`config.mk`:
```
export PLATFORM = sky130hd
export DESIGN_NAME = sd_iniciador
export DESIGN_NICKNAME = d
export VERILOG_FILES = /design/src/rtl/sd_iniciador.sv
export SDC_FILE = /design/constraint.sdc
export NUM_CORES = 1
export LEC_CHECK = 0
export CORE_MARGIN = 2
export CORE_UTILIZATION = 49
export CTS_CLUSTER_DIAMETER = 80
export DETAILED_ROUTE_END_ITERATION = 7
export DONT_BUFFER_PORTS = 1
export SLEW_MARGIN = 40
export SYNTH_ARGS = -nofsm -noshare
export SYNTH_HDL_FRONTEND = slang
export SYNTH_SLANG_ARGS = --single-unit
```
`constraint.sdc`:
```
create_clock -name clk -period 6.54 [get_ports clk]
set_input_delay 0.327 -clock clk [delete_from_list [all_inputs] [get_ports clk]]
set_output_delay 0.327 -clock clk [all_outputs]
set_load 0.05 [all_outputs]
```
`src/rtl/sd_iniciador.sv`:
```
// sd_iniciador: initiator side of the xs/fin start-done handshake.
// Issues a batch of start strobes to an SD instance, one run at a time.
// Each run completes when fin rises. A gap with fin low separates runs.
// A watchdog ends the batch in ERROR if a run never finishes.
module sd_iniciador #(
    parameter int CNT_W       = 8,
    parameter int XS_HOLD     = 1,
    parameter int GAP_CYC     = 2,
    parameter int TIMEOUT_CYC = 1024
) (
    input  logic             clk,
    input  logic             reset,
    input  logic             go,
    input  logic             abort,
    input  logic [CNT_W-1:0] n_ops,
    input  logic             fin,
    output logic             xs,
    output logic             busy,
    output logic             done,
    output logic             timeout_err,
    output logic [CNT_W-1:0] ops_count
);

    localparam int WD_W = $clog2(TIMEOUT_CYC + 1);
    localparam logic [4:0]      HOLD_L  = 5'(XS_HOLD);
    localparam logic [4:0]      GAP_L   = 5'(GAP_CYC);
    localparam logic [WD_W-1:0] WD_LAST = WD_W'(TIMEOUT_CYC - 1);

    typedef enum logic [2:0] {
        IDLE  = 3'd0,
        START = 3'd1,
        WAIT  = 3'd2,
        GAP   = 3'd3,
        DONE  = 3'd4,
        ERROR = 3'd5
    } state_t;

    state_t           state_q, state_d;
    logic [CNT_W-1:0] n_q, n_d;
    logic [CNT_W-1:0] ops_q, ops_d;
    logic [3:0]       hold_q, hold_d;
    logic [3:0]       gap_q, gap_d;
    logic [WD_W-1:0]  wd_q, wd_d;
    logic             xs_q, xs_d;
    logic             busy_q, busy_d;
    logic             done_q, done_d;
    logic             err_q, err_d;
    // Marks that DONE was just entered, so done pulses exactly once.
    logic             enter_done_q, enter_done_d;

    logic             hold_last;
    logic             gap_last;
    logic [CNT_W-1:0] ops_inc;

    // GAP_CYC == 0 makes gap_last true at once, so the first fin=0 cycle starts.
    assign hold_last = ({1'b0, hold_q} + 5'd1) >= HOLD_L;
    assign gap_last  = ({1'b0, gap_q} + 5'd1) >= GAP_L;
    assign ops_inc   = ops_q + CNT_W'(1);

    // Next-state, counter and registered-output logic.
    always_comb begin
        state_d      = state_q;
        n_d          = n_q;
        ops_d        = ops_q;
        hold_d       = hold_q;
        gap_d        = gap_q;
        wd_d         = wd_q;
        enter_done_d = 1'b0;

        if (abort) begin
            state_d = IDLE;
            hold_d  = 4'd0;
            gap_d   = 4'd0;
            wd_d    = '0;
        end else begin
            case (state_q)
                IDLE, DONE, ERROR: begin
                    if (go) begin
                        n_d    = n_ops;
                        ops_d  = '0;
                        hold_d = 4'd0;
                        gap_d  = 4'd0;
                        wd_d   = '0;
                        if (n_ops == '0) begin
                            state_d      = DONE;
                            enter_done_d = 1'b1;
                        end else if (!fin) begin
                            state_d = START;
                        end else begin
                            state_d = GAP;
                        end
                    end
                end
                START: begin
                    if (hold_last) begin
                        hold_d  = 4'd0;
                        wd_d    = '0;
                        state_d = WAIT;
                    end else begin
                        hold_d = hold_q + 4'd1;
                    end
                end
                WAIT: begin
                    if (fin) begin
                        ops_d = ops_inc;
                        wd_d  = '0;
                        if (ops_inc == n_q) begin
                            state_d      = DONE;
                            enter_done_d = 1'b1;
                        end else begin
                            gap_d   = 4'd0;
                            state_d = GAP;
                        end
                    end else if (wd_q == WD_LAST) begin
                        wd_d    = '0;
                        state_d = ERROR;
                    end else begin
                        wd_d = wd_q + WD_W'(1);
                    end
                end
                GAP: begin
                    if (fin) begin
                        gap_d = 4'd0;
                    end else if (gap_last) begin
                        gap_d   = 4'd0;
                        hold_d  = 4'd0;
                        state_d = START;
                    end else begin
                        gap_d = gap_q + 4'd1;
                    end
                end
                default: state_d = IDLE;
            endcase
        end

        xs_d   = (state_d == START);
        busy_d = !abort && ((state_d == START) || (state_d == WAIT) ||
                            (state_d == GAP) || enter_done_d);
        done_d = !abort && (state_q == DONE) && enter_done_q;
        err_d  = (state_d == ERROR);
    end

    // State, counters and output registers with asynchronous active-low reset.
    always_ff @(posedge clk or negedge reset) begin
        if (!reset) begin
            state_q      <= IDLE;
            n_q          <= '0;
            ops_q        <= '0;
            hold_q       <= 4'd0;
            gap_q        <= 4'd0;
            wd_q         <= '0;
            xs_q         <= 1'b0;
            busy_q       <= 1'b0;
            done_q       <= 1'b0;
            err_q        <= 1'b0;
            enter_done_q <= 1'b0;
        end else begin
            state_q      <= state_d;
            n_q          <= n_d;
            ops_q        <= ops_d;
            hold_q       <= hold_d;
            gap_q        <= gap_d;
            wd_q         <= wd_d;
            xs_q         <= xs_d;
            busy_q       <= busy_d;
            done_q       <= done_d;
            err_q        <= err_d;
            enter_done_q <= enter_done_d;
        end
    end

    assign xs          = xs_q;
    assign busy        = busy_q;
    assign done        = done_q;
    assign timeout_err = err_q;
    assign ops_count   = ops_q;

endmodule

```
# Word level (Yosys, flattened, before mapping)

Cells that the tools add are included.

$add $sub $neg: 6
$lt $le $gt $ge: 2
Equality and inequality tests: 19
Mux-type cells: 38
Bitwise operators: 1
Reduce and logical (&&, ||, !) cells: 19

Operators by type and width:

| kind                                                               | number |
|---|---|
| 2-to-1 mux 11 bit                                                  | 5 |
| 2-to-1 mux 4 bit                                                   | 10 |
| one-hot mux 11 bit (3 select lines)                                | 1 |
| 2-to-1 mux 3 bit                                                   | 9 |
| one-hot mux 4 bit (3 select lines)                                 | 2 |
| != test 3 bit (second input constant)                              | 6 |
| 2-to-1 mux 8 bit                                                   | 2 |
| one-hot mux 8 bit (2 select lines)                                 | 1 |
| equality test 3 x 2 -> 1 bit (second input constant)               | 4 |
| one-hot mux 3 bit (4 select lines)                                 | 1 |
| AND reduction 4 bit                                                | 3 |
| nonzero test 4 bit                                                 | 3 |
| adder 11 x 1 -> 11 bit (second input constant)                     | 1 |
| equality test 11 x 10 -> 1 bit (second input constant)             | 1 |
| adder 4 x 1 -> 5 bit (second input constant)                       | 2 |
| equality test 3 bit (second input constant)                        | 3 |
| adder 4 x 1 -> 4 bit (second input constant)                       | 2 |
| adder 8 x 1 -> 8 bit (second input constant)                       | 1 |
| equality test 8 bit                                                | 1 |
| zero test 8 bit                                                    | 1 |
| equality test 3 x 1 -> 1 bit (second input constant)               | 2 |
| AND reduction 3 bit                                                | 2 |
| greater-or-equal comparator 5 x 1 -> 1 bit (second input constant) | 1 |
| greater-or-equal comparator 5 x 2 -> 1 bit (second input constant) | 1 |
| other kinds (11)                                                   | 20 |

Register bits: 43
Bits of input ports: 13

# Logic depth before layout (Yosys ltp)

Gate-level depths: netlist (run 1).

Depth in word-level cells: 11
Depth in mapped cells: 10
Depth with buffers taken out: 9

# Worst setup path before layout (run 1)

Ideal clock, no wire load.

Kind: reg2reg
Start point: register ops_q[0] (netlist: ops_count[0])
End point: register xs_q (netlist: xs)
Library setup time: 0.135 ns
Data arrival time: 2.399 ns
Required time: 6.405 ns
Setup slack: 4.006 ns
Cell stages (with the launch flop): 9
Clock period less this slack: 2.534 ns
Cells stage by stage: dfrtp_1 -> ha_1 -> and3_1 -> nand3_2 -> o32a_1 -> a211o_1 -> or2_1 -> a21oi_2 -> nor4_2

Cells in the longest elaborated chain, start to end: 7

Ends and longest elaborated chain:

| item                               | RTL line | RTL |
|---|---|---|
| start, declared                    | 40       | `logic [CNT_W-1:0] ops_q, ops_d;` |
| start signal, assigned             | 160      | `ops_q <= ops_d;` |
| adder 8 x 1 -> 8 bit               | 58       | `assign ops_inc = ops_q + CNT_W'(1);` |
| equality test 8 bit                | 107      | `if (ops_inc == n_q) begin` |
| 2-to-1 mux 3 bit                   | 107      |  |
| 2-to-1 mux 3 bit                   | 104      | `if (fin) begin` |
| one-hot mux 3 bit (4 select lines) | 76       | `case (state_q)` |
| 2-to-1 mux 3 bit                   | 70       | `if (abort) begin` |
| equality test 3 x 1 -> 1 bit       | 136      | `xs_d = (state_d == START);` |
| named net xs_d                     | 44       | `logic xs_q, xs_d;` |
| end signal, assigned               | 164      | `xs_q <= xs_d;` |
| end, declared                      | 44       |  |

The timed path passes the listed nets, and every way through them passes these cells.
A chain may end at the register's enable or synchronous reset.

# Final worst setup path (run 1)

Same ends and word-level chain as after synthesis.

==> results of run 1 <==
## final timing paths
check / start / to / slack, ps
worst max-delay path: ops_count[0]$_DFFE_PN0P_ / xs$_DFF_PN0_ / 3790
worst min-delay path: abort / hold_q[1]$_DFFE_PN0P_ / 90
worst max register to register: ops_count[0]$_DFFE_PN0P_ / xs$_DFF_PN0_ / 3790
worst min register to register: gap_q[3]$_DFFE_PN0P_ / gap_q[3]$_DFFE_PN0P_ / 490
max in group asynchronous: reset / state_q[2]$_DFF_PN0_ / 5840
min in group asynchronous: reset / ops_count[7]$_DFFE_PN0P_ / 500
## area by class of cell
cell class	count	area, um2
inverters	8	30.0
clock inverters	3	20.0
clock buffers	5	68.8
well taps	54	67.6
flip-flops and latches	43	1080
repair buffers	3	37.5
multi-input cells	184	1200
fillers	434	2160
## through the flow
stage          cells  hold slack (ps)
2_1_floorplan    243             31.4
3_3_place_gp     290             32.3
3_5_place_dp     290             32.4
4_1_cts          300             81.3
5_1_grt          300             87.2
6_report         300             90.2
## cells in the mapped netlist (all sizes together) (2+ instances only)
cell type / number / area share [%]
nand4: 2 / 0.54
dfrtp: 43 / 46
inv: 8 / 1.3
xnor2: 9 / 3.4
or2: 2 / 0.54
and2: 6 / 1.6
o21a: 2 / 0.64
nand2b: 4 / 1.1
mux2: 8 / 3.9
and3: 6 / 1.6
or3: 2 / 0.54
nor2b: 6 / 1.6
nand2: 18 / 2.9
ha: 6 / 3.2
nor3b: 4 / 1.3
a21oi: 10 / 2.5
o31ai: 4 / 1.3
a211oi: 2 / 0.64
clkbuf: 7 / 1.1
nor3: 9 / 1.9
o21ai: 22 / 5.0
nand3: 8 / 1.9
nor4: 5 / 1.9
nor2: 23 / 3.7
xor2: 6 / 2.3
## sequential cells by signal (all words and copies together), names as in the netlist, 3 cells and up
register,cells
gap_q,4
ops_count,8
n_q,8
state_q,3
hold_q,4
wd_q,11
## power by group through the flow
stage	Clock [mW]	Combinational, mW	Sequential, mW
final	0.166	0.169	0.365
after global routing	0.183	0.192	0.372
after CTS	0.174	0.171	0.366
after detailed placement	0	0.163	0.371
after global placement	0	0.160	0.371
after floorplan	0	0.144	0.355
## per-layer routing
metal	GRT usage (%)	vias to the layer above	wire [um]
met3	4.83	7	191
met5	0	-	0
met1	27.3	819	2310
met2	31.0	23	2140
met4	6.58	0	65
li1	-	869	-
## cells in the final DEF (no fill, tap or decap), types with 6 or more instances in the layout
cell type / n
sky130_fd_sc_hd__nor3_1: 9
sky130_fd_sc_hd__o21ai_0: 20
sky130_fd_sc_hd__ha_1: 6
sky130_fd_sc_hd__dfrtp_1: 43
sky130_fd_sc_hd__and2_1: 6
sky130_fd_sc_hd__inv_1: 8
sky130_fd_sc_hd__and3_1: 6
sky130_fd_sc_hd__nand2_1: 18
sky130_fd_sc_hd__xnor2_1: 9
sky130_fd_sc_hd__nand3_1: 7
sky130_fd_sc_hd__nor2b_1: 6
sky130_fd_sc_hd__a21oi_1: 8
sky130_fd_sc_hd__xor2_1: 6
sky130_fd_sc_hd__nor2_1: 23
sky130_fd_sc_hd__mux2_2: 8
## cell families (layout without fill, tap and decap cells)
logic type	count (synthesis)	count (layout)	synth area share, %
DFF	43	43	46.1
xor gates and xnor gates	15	15	5.63
and+or+nand+nor	100	100	22.9
adders and majority gates	6	6	3.22
buffers and inverters	16	19	2.63
AOI/OAI and AO/OA	55	55	15.6
muxes	8	8	3.86
## timing repair
item / CTS / global route
hold buffers: 2 / 0
endpoints found under the hold margin: 43 / 0
setup buffers: 0 / 0
## worst reg2reg max path: stages (launching register included)
cell	delay (ps)
sky130_fd_sc_hd__dfrtp_1	740
sky130_fd_sc_hd__ha_1	350
sky130_fd_sc_hd__and3_1	210
sky130_fd_sc_hd__nand3_2	90
sky130_fd_sc_hd__o32a_1	330
sky130_fd_sc_hd__a211o_1	350
sky130_fd_sc_hd__or2_1	270
sky130_fd_sc_hd__a21oi_2	200
sky130_fd_sc_hd__nor4_2	70
==> results.yml, run 1 <==
power:
  switching_pwr_uw: 246
  p_int_uw: 454
  total_power_draw_uw: 700
  reg_power_share_pct: 52.2
  ir_drop_uv: 95.0
  pwr-share-clk_pct: 23.7
  power_frac_comb_pct: 24.1
  power.density_cell_area_nw_per_um2: 280
  power_switching_share_pct: 35.1
  leakage_dissipation_nw: 1.07
worst_setup_path:
  critical-path-slowest-cell: "sky130_fd_sc_hd__dfrtp_1"
  worstPathRequired_ps: 6710
  cp_max_fo: 7
  crit_path_max_delay_family: "compound AO/OA/AOI/OAI gates"
  reg2regPathDepth: 8
  endpoint_kind: "flop"
  worstPathArrival_ps: 2920
  cp_num_buf_inv: 0
  setup.worst_path.start_class: "flop"
  cp_cell_sequence: "ha_1 -> and3_1 -> nand3_2 -> o32a_1 -> a211o_1 -> or2_1 -> a21oi_2 -> nor4_2"
  worstSetupPathType: "flop to flop"
  cp_slowest_stage_delay_ps: 740
  timing.critical_path.depth: 8
global_route:
  grt_max_degree: 44
  first_pass_grt_wire_length_um: 8150
  first_global_vias: 1686
  total_global_routing_track_utilization_pct: 19.9
  grt.overflow.total: 0
  antenna_found_initial: 0
synthesis:
  sequential_to_total_area_share_from_yosys_stat_pct: 46.1
  synth.yosys.warnings: 0
  synth.distinct_cells: 50
  mappedNetlistArea_um2: 2330
  ys_ff_latch: 43
  synth_enable_flop_cells: 0
  syn_avg_cell_area_um2: 9.61
  postSynthCellCount: 243
  fraction_of_registers_with_async_set_or_reset_after_synthesis_pct: 100
  syn-num-nets: 262
  synth_flop_cell: "sky130_fd_sc_hd__dfrtp_1"
timing:
  setup-tns-final_ps: 0
  maxSlewHeadroom_pct: 47.2
  rsz0062_at_grt: "no"
  slew_violations: 0
  hold_viol: 0
  finalSetupViolCount: 0
  worst_clock_skew_ps: 6.45
  setup_slack_ps: 3790
  timing.fmax_mhz: 364
  max_slew.worst_pin.slew_ps: 792
  post-route-min-period_ps: 2750
  final_period_util_pct: 42.0
worst_hold_path:
  min_path_type: "primary input to flop"
  hold_path_depth: 1
clock_tree:
  cts-htree-levels: 2
  clk_root_buffer_cell: "sky130_fd_sc_hd__clkbuf_8"
  clock_sinks: 43
  path_clk_slew_ps: 80
  tritoncts: "done"
  clock_path_buffers: 2
  clk_latency_ps: 300
  cts_made_buffers: 5
  ctsResizeCount: 0
place:
  pre_cts_setup_slack_ps: 3810
  routabilityCongestion: 0.819
  postPlaceCellArea_um2: 2380
  place.port_buffers: 0
  detailedPlacementHpwl_um: 3350
flow_run:
  drv_cap: 0
drt:
  initialDrtViolationCount: 105
  dr.pass1.iters: 4
  route.detailed.wl_per_inst_um: 15.7
  route.detailed.drc: 0
  drt-total-wl_um: 4710
  ant_nets: 0
  vias: 1718
  viasPerCell: 5.73
die:
  floorplan.die.height_um: 73.0
  top_level_ports: 25
  full_die_area_um2: 5330
  core_region_area_um2: 4660
  floorplan.rows: 25
  floorplan.initialDensity_pct: 50.1
  die_w_um: 73.0
layout:
  layout.nets: 264
  diode_count: 0
  area_growth_syn_to_layout_pct: 6.97
  fraction_of_layout_cells_with_a_size_suffix_above_1_pct: 10.6
  layout.core_utilization_pct: 53.6
  finalInstanceArea_um2: 2500
outcome:
  status: "finished, final reports clean"
Power figures use the tool's default switching activity.
==> run 2: changes to the inputs <==
PLACE_DENSITY = 0.66   (was not set)
clock period = 2.4 ns   (was 6.54 ns; I/O delays follow)
==> run 2 against run 1 <==
Net effect:
- routed wire length rose by 2.9%
- worst hold slack got worse by 62 ps
- non-clock buffer count rose by 20
- sequential share of layout area shrank 2.7 points
- core utilization rose by 3.8 points
- setup slack got worse by 3600 ps
- critical path depth unchanged
- final area rose by 7.1%
- clock skew up 3.6 ps
- via count rose by 6.3%
- largest power group unchanged
==> results.yml, run 2 (synthesis results as in run 1) <==
outcome:
  status: "finished, final reports clean"
power:
  power.density_cell_area_nw_per_um2: 729
  reg_power_share_pct: 48.4
  leakage_dissipation_nw: 1.17
  power_switching_share_pct: 34.6
  ir_drop_uv: 420
  pwr-share-clk_pct: 22.7
  switching_pwr_uw: 674
  power_frac_comb_pct: 28.9
  p_int_mw: 1.28
layout:
  area_growth_syn_to_layout_pct: 14.5
  finalInstanceArea_um2: 2670
  layout.nets: 284
  area_of_the_multi_input_gates_um2: 1200
  filler_cell_count: 421
  mostFrequentLayoutCell: "sky130_fd_sc_hd__dfrtp_1"
  most-common-layout-cells: "41 x sky130_fd_sc_hd__dfrtp_1, 23 x sky130_fd_sc_hd__nor2_1, 20 x sky130_fd_sc_hd__o21ai_0"
  max_flop_register: "wd_q"
  layout.area.seq_um2: 1080
  fraction_of_layout_cells_with_a_size_suffix_above_1_pct: 14.3
  diode_count: 0
  largest_register_ff_count: 11
drt:
  viasPerCell: 5.71
  vias: 1827
  dr.pass1.iters: 4
  route.detailed.drc: 0
  initialDrtViolationCount: 135
  drt-total-wl_um: 4850
  route.detailed.wl_per_inst_um: 15.2
  ant_nets: 0
worst_setup_path:
  setup.worst_path.start_class: "flop"
  timing.reg2reg.setup_slack_ps: 140
  worstPathArrival_ps: 2440
  rr_startpoint: "ops_count[1]$_DFFE_PN0P_"
  setup.worst_path.start: "ops_count[1]$_DFFE_PN0P_"
  worst_setup_path_endpoint: "busy$_DFF_PN0_"
  reg2reg_to: "busy$_DFF_PN0_"
  worstSetupPathType: "flop to flop"
  cp_max_fo: 5
  endpoint_kind: "flop"
  reg2regPathDepth: 8
  worstPathRequired_ps: 2580
timing:
  max_slew.worst_pin.slew_ps: 641
  final.hold.worst_slack_ps: 28.1
  timing.fmax_mhz: 443
  worst_clock_skew_ps: 10.0
  setup_slack_ps: 144
  final_period_util_pct: 94.0
  setup-tns-final_ps: 0
  finalSetupViolCount: 0
  slew_violations: 0
  hold_viol: 0
  maxSlewHeadroom_pct: 56.8
  post-route-min-period_ps: 2260
  rsz0062_at_grt: "no"
clock_tree:
  clk_latency_ps: 300
  clk_root_buffer_cell: "sky130_fd_sc_hd__clkbuf_8"
  cts_made_buffers: 5
  tritoncts: "done"
  clock_sinks: 43
  path_clk_slew_ps: 80
  cts_setup_buffers: 0
  clock_path_buffers: 2
  cts-htree-levels: 2
place:
  place.port_buffers: 0
  pre_cts_setup_slack_ps: 162
  routabilityCongestion: 0.901
  postPlaceCellArea_um2: 2460
  detailedPlacementHpwl_um: 3360
die:
  core_region_area_um2: 4660
  die_w_um: 73.0
  floorplan.die.height_um: 73.0
  floorplan.rows: 25
  full_die_area_um2: 5330
  floorplan.initialDensity_pct: 50.1
  top_level_ports: 25
global_route:
  total_global_routing_track_utilization_pct: 20.8
  antenna_found_initial: 0
  grt.overflow.total: 0
  grt_max_degree: 44
  first_pass_grt_wire_length_um: 8590
  first_global_vias: 1833
worst_hold_path:
  min_path_type: "primary input to flop"
  hold_path_depth: 2
flow_run:
  drv_cap: 0
## run 2: cell types whose count changed in the layout (fill, tap and decap cells not counted), sizes merged
cell | previous run | this run
buf | 2 | 13
dlygate4sd3 | 1 | 10
clkbuf | 5 | 7
clkinvlp | 2 | 0
## run 2: per-stage QoR
stage	total power [mW]	util, %	std cells
floorplan	1.36	-	243
global placement	1.48	52.9	301
detailed placement	1.48	52.9	301
CTS	1.96	57.3	320
global route	2.08	57.4	320
finish	1.95	57.4	320
## run 2: power by group through the flow
stage	sequential (mW)	combinational, mW	clock (mW)
after floorplan	0.970	0.392	0
after global placement	0.953	0.525	0
after detailed placement	0.956	0.526	0
after CTS	0.942	0.564	0.457
after global routing	0.958	0.630	0.488
final	0.943	0.563	0.443
## run 2: metal layers
layer | vias up | routed length (um) | track usage, %
met5 | - | 0 | 0
li1 | 907 | - | -
met3 | 4 | 230 | 5.11
met2 | 44 | 2210 | 33.5
met4 | 0 | 46 | 6.17
met1 | 872 | 2360 | 27.8
## run 2: worst min path at each step
stage | from | to | slack (ps)
CTS | abort | hold_q[3]$_DFFE_PN0P_ | 30
finish | abort | hold_q[3]$_DFFE_PN0P_ | 30
floorplan | reset | busy$_DFF_PN0_ | -180
detailed placement | reset | ops_count[7]$_DFFE_PN0P_ | -170
global route | abort | hold_q[3]$_DFFE_PN0P_ | 30
global placement | reset | ops_count[7]$_DFFE_PN0P_ | -170
## run 2: area by class of cell
class,instances,share of cell area [%]
Clock buffer,7,2.85
Clock inverter,1,0.187
Inverter,8,1.12
Multi-Input combinational cell,184,44.8
Sequential cell,43,40.3
Tap cell,54,2.53
Timing Repair Buffer,23,8.14
## run 2: repair_timing
item,CTS,global route
endpoints found under the setup margin,0,2
gates resized for setup,0,1
hold endpoints to repair,54,0
hold buffers,11,0
## run 2: critical path, stage by stage, from the launching register on
cell and delay, ps:
sky130_fd_sc_hd__dfrtp_2 370, sky130_fd_sc_hd__ha_1 240, sky130_fd_sc_hd__and3_1 220, sky130_fd_sc_hd__nand3_2 90, sky130_fd_sc_hd__o32a_1 300, sky130_fd_sc_hd__a211o_1 350, sky130_fd_sc_hd__or2_1 270, sky130_fd_sc_hd__a21oi_2 190
sky130_fd_sc_hd__o21bai_1 110
==> run 3: changes to the inputs <==
GPL_ROUTABILITY_DRIVEN = 0   (was not set)
MAX_ROUTING_LAYER = met4   (was not set)
==> run 3 against run 2 <==
Net effect:
- cell count unchanged
- critical path depth unchanged
- combinational power about the same
- global-route usage increased by 0.62 points
- first-iteration DRC count increased by 3.7%
- register-to-register slack about the same
- final area unchanged
- worst hold slack improved by 1.3 ps
- non-clock buffer count unchanged
- via count decreased by 0.38%
- clock skew increased by 0.59 ps
- critical path type unchanged
- critical endpoint unchanged
==> results.yml, run 3 (synthesis results as in run 1) <==
outcome:
  status: "finished, final reports clean"
worst_setup_path:
  setup.worst_path.start_class: "flop"
  endpoint_kind: "flop"
  worstPathArrival_ps: 2440
  cp_cell_sequence: "ha_1 -> and3_1 -> nand3_2 -> o32a_1 -> a211o_1 -> or2_1 -> a21oi_2 -> o21bai_1"
  worstSetupPathType: "flop to flop"
  worstPathRequired_ps: 2580
  cp_max_fo: 5
  cp_slowest_stage_delay_ps: 370
  timing.reg2reg.setup_slack_ps: 140
  critical-path-slowest-cell: "sky130_fd_sc_hd__dfrtp_2"
global_route:
  antenna_found_initial: 0
  grt_max_degree: 44
  first_global_vias: 1836
  total_global_routing_track_utilization_pct: 21.4
  grt.overflow.total: 0
  first_pass_grt_wire_length_um: 8580
drt:
  drt-total-wl_um: 4840
  viasPerCell: 5.69
  ant_nets: 0
  vias: 1820
  dr.pass1.iters: 4
  route.detailed.wl_per_inst_um: 15.1
  route.detailed.drc: 0
  initialDrtViolationCount: 140
layout:
  max_flop_register: "wd_q"
  layout.nets: 284
  mostFrequentLayoutCell: "sky130_fd_sc_hd__dfrtp_1"
  fraction_of_layout_cells_with_a_size_suffix_above_1_pct: 14.3
  filler_cell_count: 421
  diode_count: 0
  most-common-layout-cells: "41 x sky130_fd_sc_hd__dfrtp_1, 23 x sky130_fd_sc_hd__nor2_1, 20 x sky130_fd_sc_hd__o21ai_0"
  area_growth_syn_to_layout_pct: 14.5
  final_cells: 320
  finalInstanceArea_um2: 2670
  largest_register_ff_count: 11
die:
  floorplan.rows: 25
  floorplan.initialDensity_pct: 50.1
  core_region_area_um2: 4660
  floorplan.die.height_um: 73.0
  top_level_ports: 25
  die_w_um: 73.0
  full_die_area_um2: 5330
clock_tree:
  cts_setup_buffers: 0
  clock_path_buffers: 2
  clk_latency_ps: 300
  cts-htree-levels: 2
  clock_sinks: 43
  cts_made_buffers: 5
  path_clk_slew_ps: 80
  clk_root_buffer_cell: "sky130_fd_sc_hd__clkbuf_8"
  tritoncts: "done"
place:
  postPlaceCellArea_um2: 2460
  total_placed_cells_including_tap_cells: 301
  pre_cts_setup_slack_ps: 162
  place.port_buffers: 0
  detailedPlacementHpwl_um: 3360
timing:
  max_slew.worst_pin.slew_ps: 641
  setup_slack_ps: 145
  final_period_util_pct: 94.0
  worst_clock_skew_ps: 10.6
  maxSlewHeadroom_pct: 56.8
  finalSetupViolCount: 0
  slew_violations: 0
  timing.fmax_mhz: 443
  setup-tns-final_ps: 0
  post-route-min-period_ps: 2260
  rsz0062_at_grt: "no"
  hold_viol: 0
power:
  leakage_dissipation_nw: 1.17
  ir_drop_uv: 420
  power.density_cell_area_nw_per_um2: 729
worst_hold_path:
  min_path_type: "primary input to flop"
flow_run:
  drv_cap: 0
## run 3: cell counts in the layout (fill, tap and decap cells not counted)
Identical to the previous run, type by type.
## run 3: layer usage
metal / vias up / GRT usage [%] / part of all wire (%)
met4: 0 / 6.17 / 0.70
li1: 907 / - / -
met2: 37 / 33.5 / 46
met1: 872 / 27.8 / 49
met3: 4 / 5.11 / 4.3
met5: - / - / 0
## run 3: path summary, 6_finish.rpt
check / startpoint / to / depth (start not counted)
hold reg to reg: enter_done_q$_DFF_PN0_ / done$_DFF_PN0_ / 2
max in group asynchronous: reset / ops_count[0]$_DFFE_PN0P_ / 2
setup reg to reg: ops_count[1]$_DFFE_PN0P_ / busy$_DFF_PN0_ / 8
min in group asynchronous: reset / ops_count[7]$_DFFE_PN0P_ / 2
hold / removal: abort / hold_q[3]$_DFFE_PN0P_ / 2
setup / recovery: ops_count[1]$_DFFE_PN0P_ / busy$_DFF_PN0_ / 8
## run 3: critical path: cells and delay by family (launching register included)
family	cells	cell delay, ps
compound gates	4	950
flops	1	370
simple gates	3	570
fa+ha+maj	1	240
## run 3: final cells by class
class	instances	area (um2)	area share, %
sequential	43	1080	40.3
clock buffer	7	76.3	2.85
inverter	8	30.0	1.12
timing repair buffer	23	218	8.14
tap	54	67.6	2.53
clock inverter	1	5.00	0.187
multi-input combinational	184	1200	44.8
## run 3: stage by stage
stage | power, mW | util, % | hold slack [ps]
after floorplan | 1.36 | - | -176
after global placement | 1.48 | 52.9 | -175
after detailed placement | 1.48 | 52.9 | -175
after CTS | 1.96 | 57.3 | 26.2
after global routing | 2.08 | 57.4 | 31.7
final | 1.95 | 57.4 | 29.4
## run 3: power by group
| group | internal, mW | total, mW | leakage (nW) | switching [mW] |
|---|---|---|---|---|
| combinational | 0.251 | 0.564 | 0.552 | 0.313 |
| sequential | 0.820 | 0.943 | 0.575 | 0.123 |
| clock | 0.204 | 0.442 | 0.0422 | 0.237 |
| total | 1.28 | 1.95 | 1.17 | 0.673 |
## run 3: repair_timing
item                                   4_1_cts  5_1_grt
endpoints found under the hold margin       54        0
hold buffers                                11        0
resized for setup                            0        1
setup endpoints to repair                    0        2
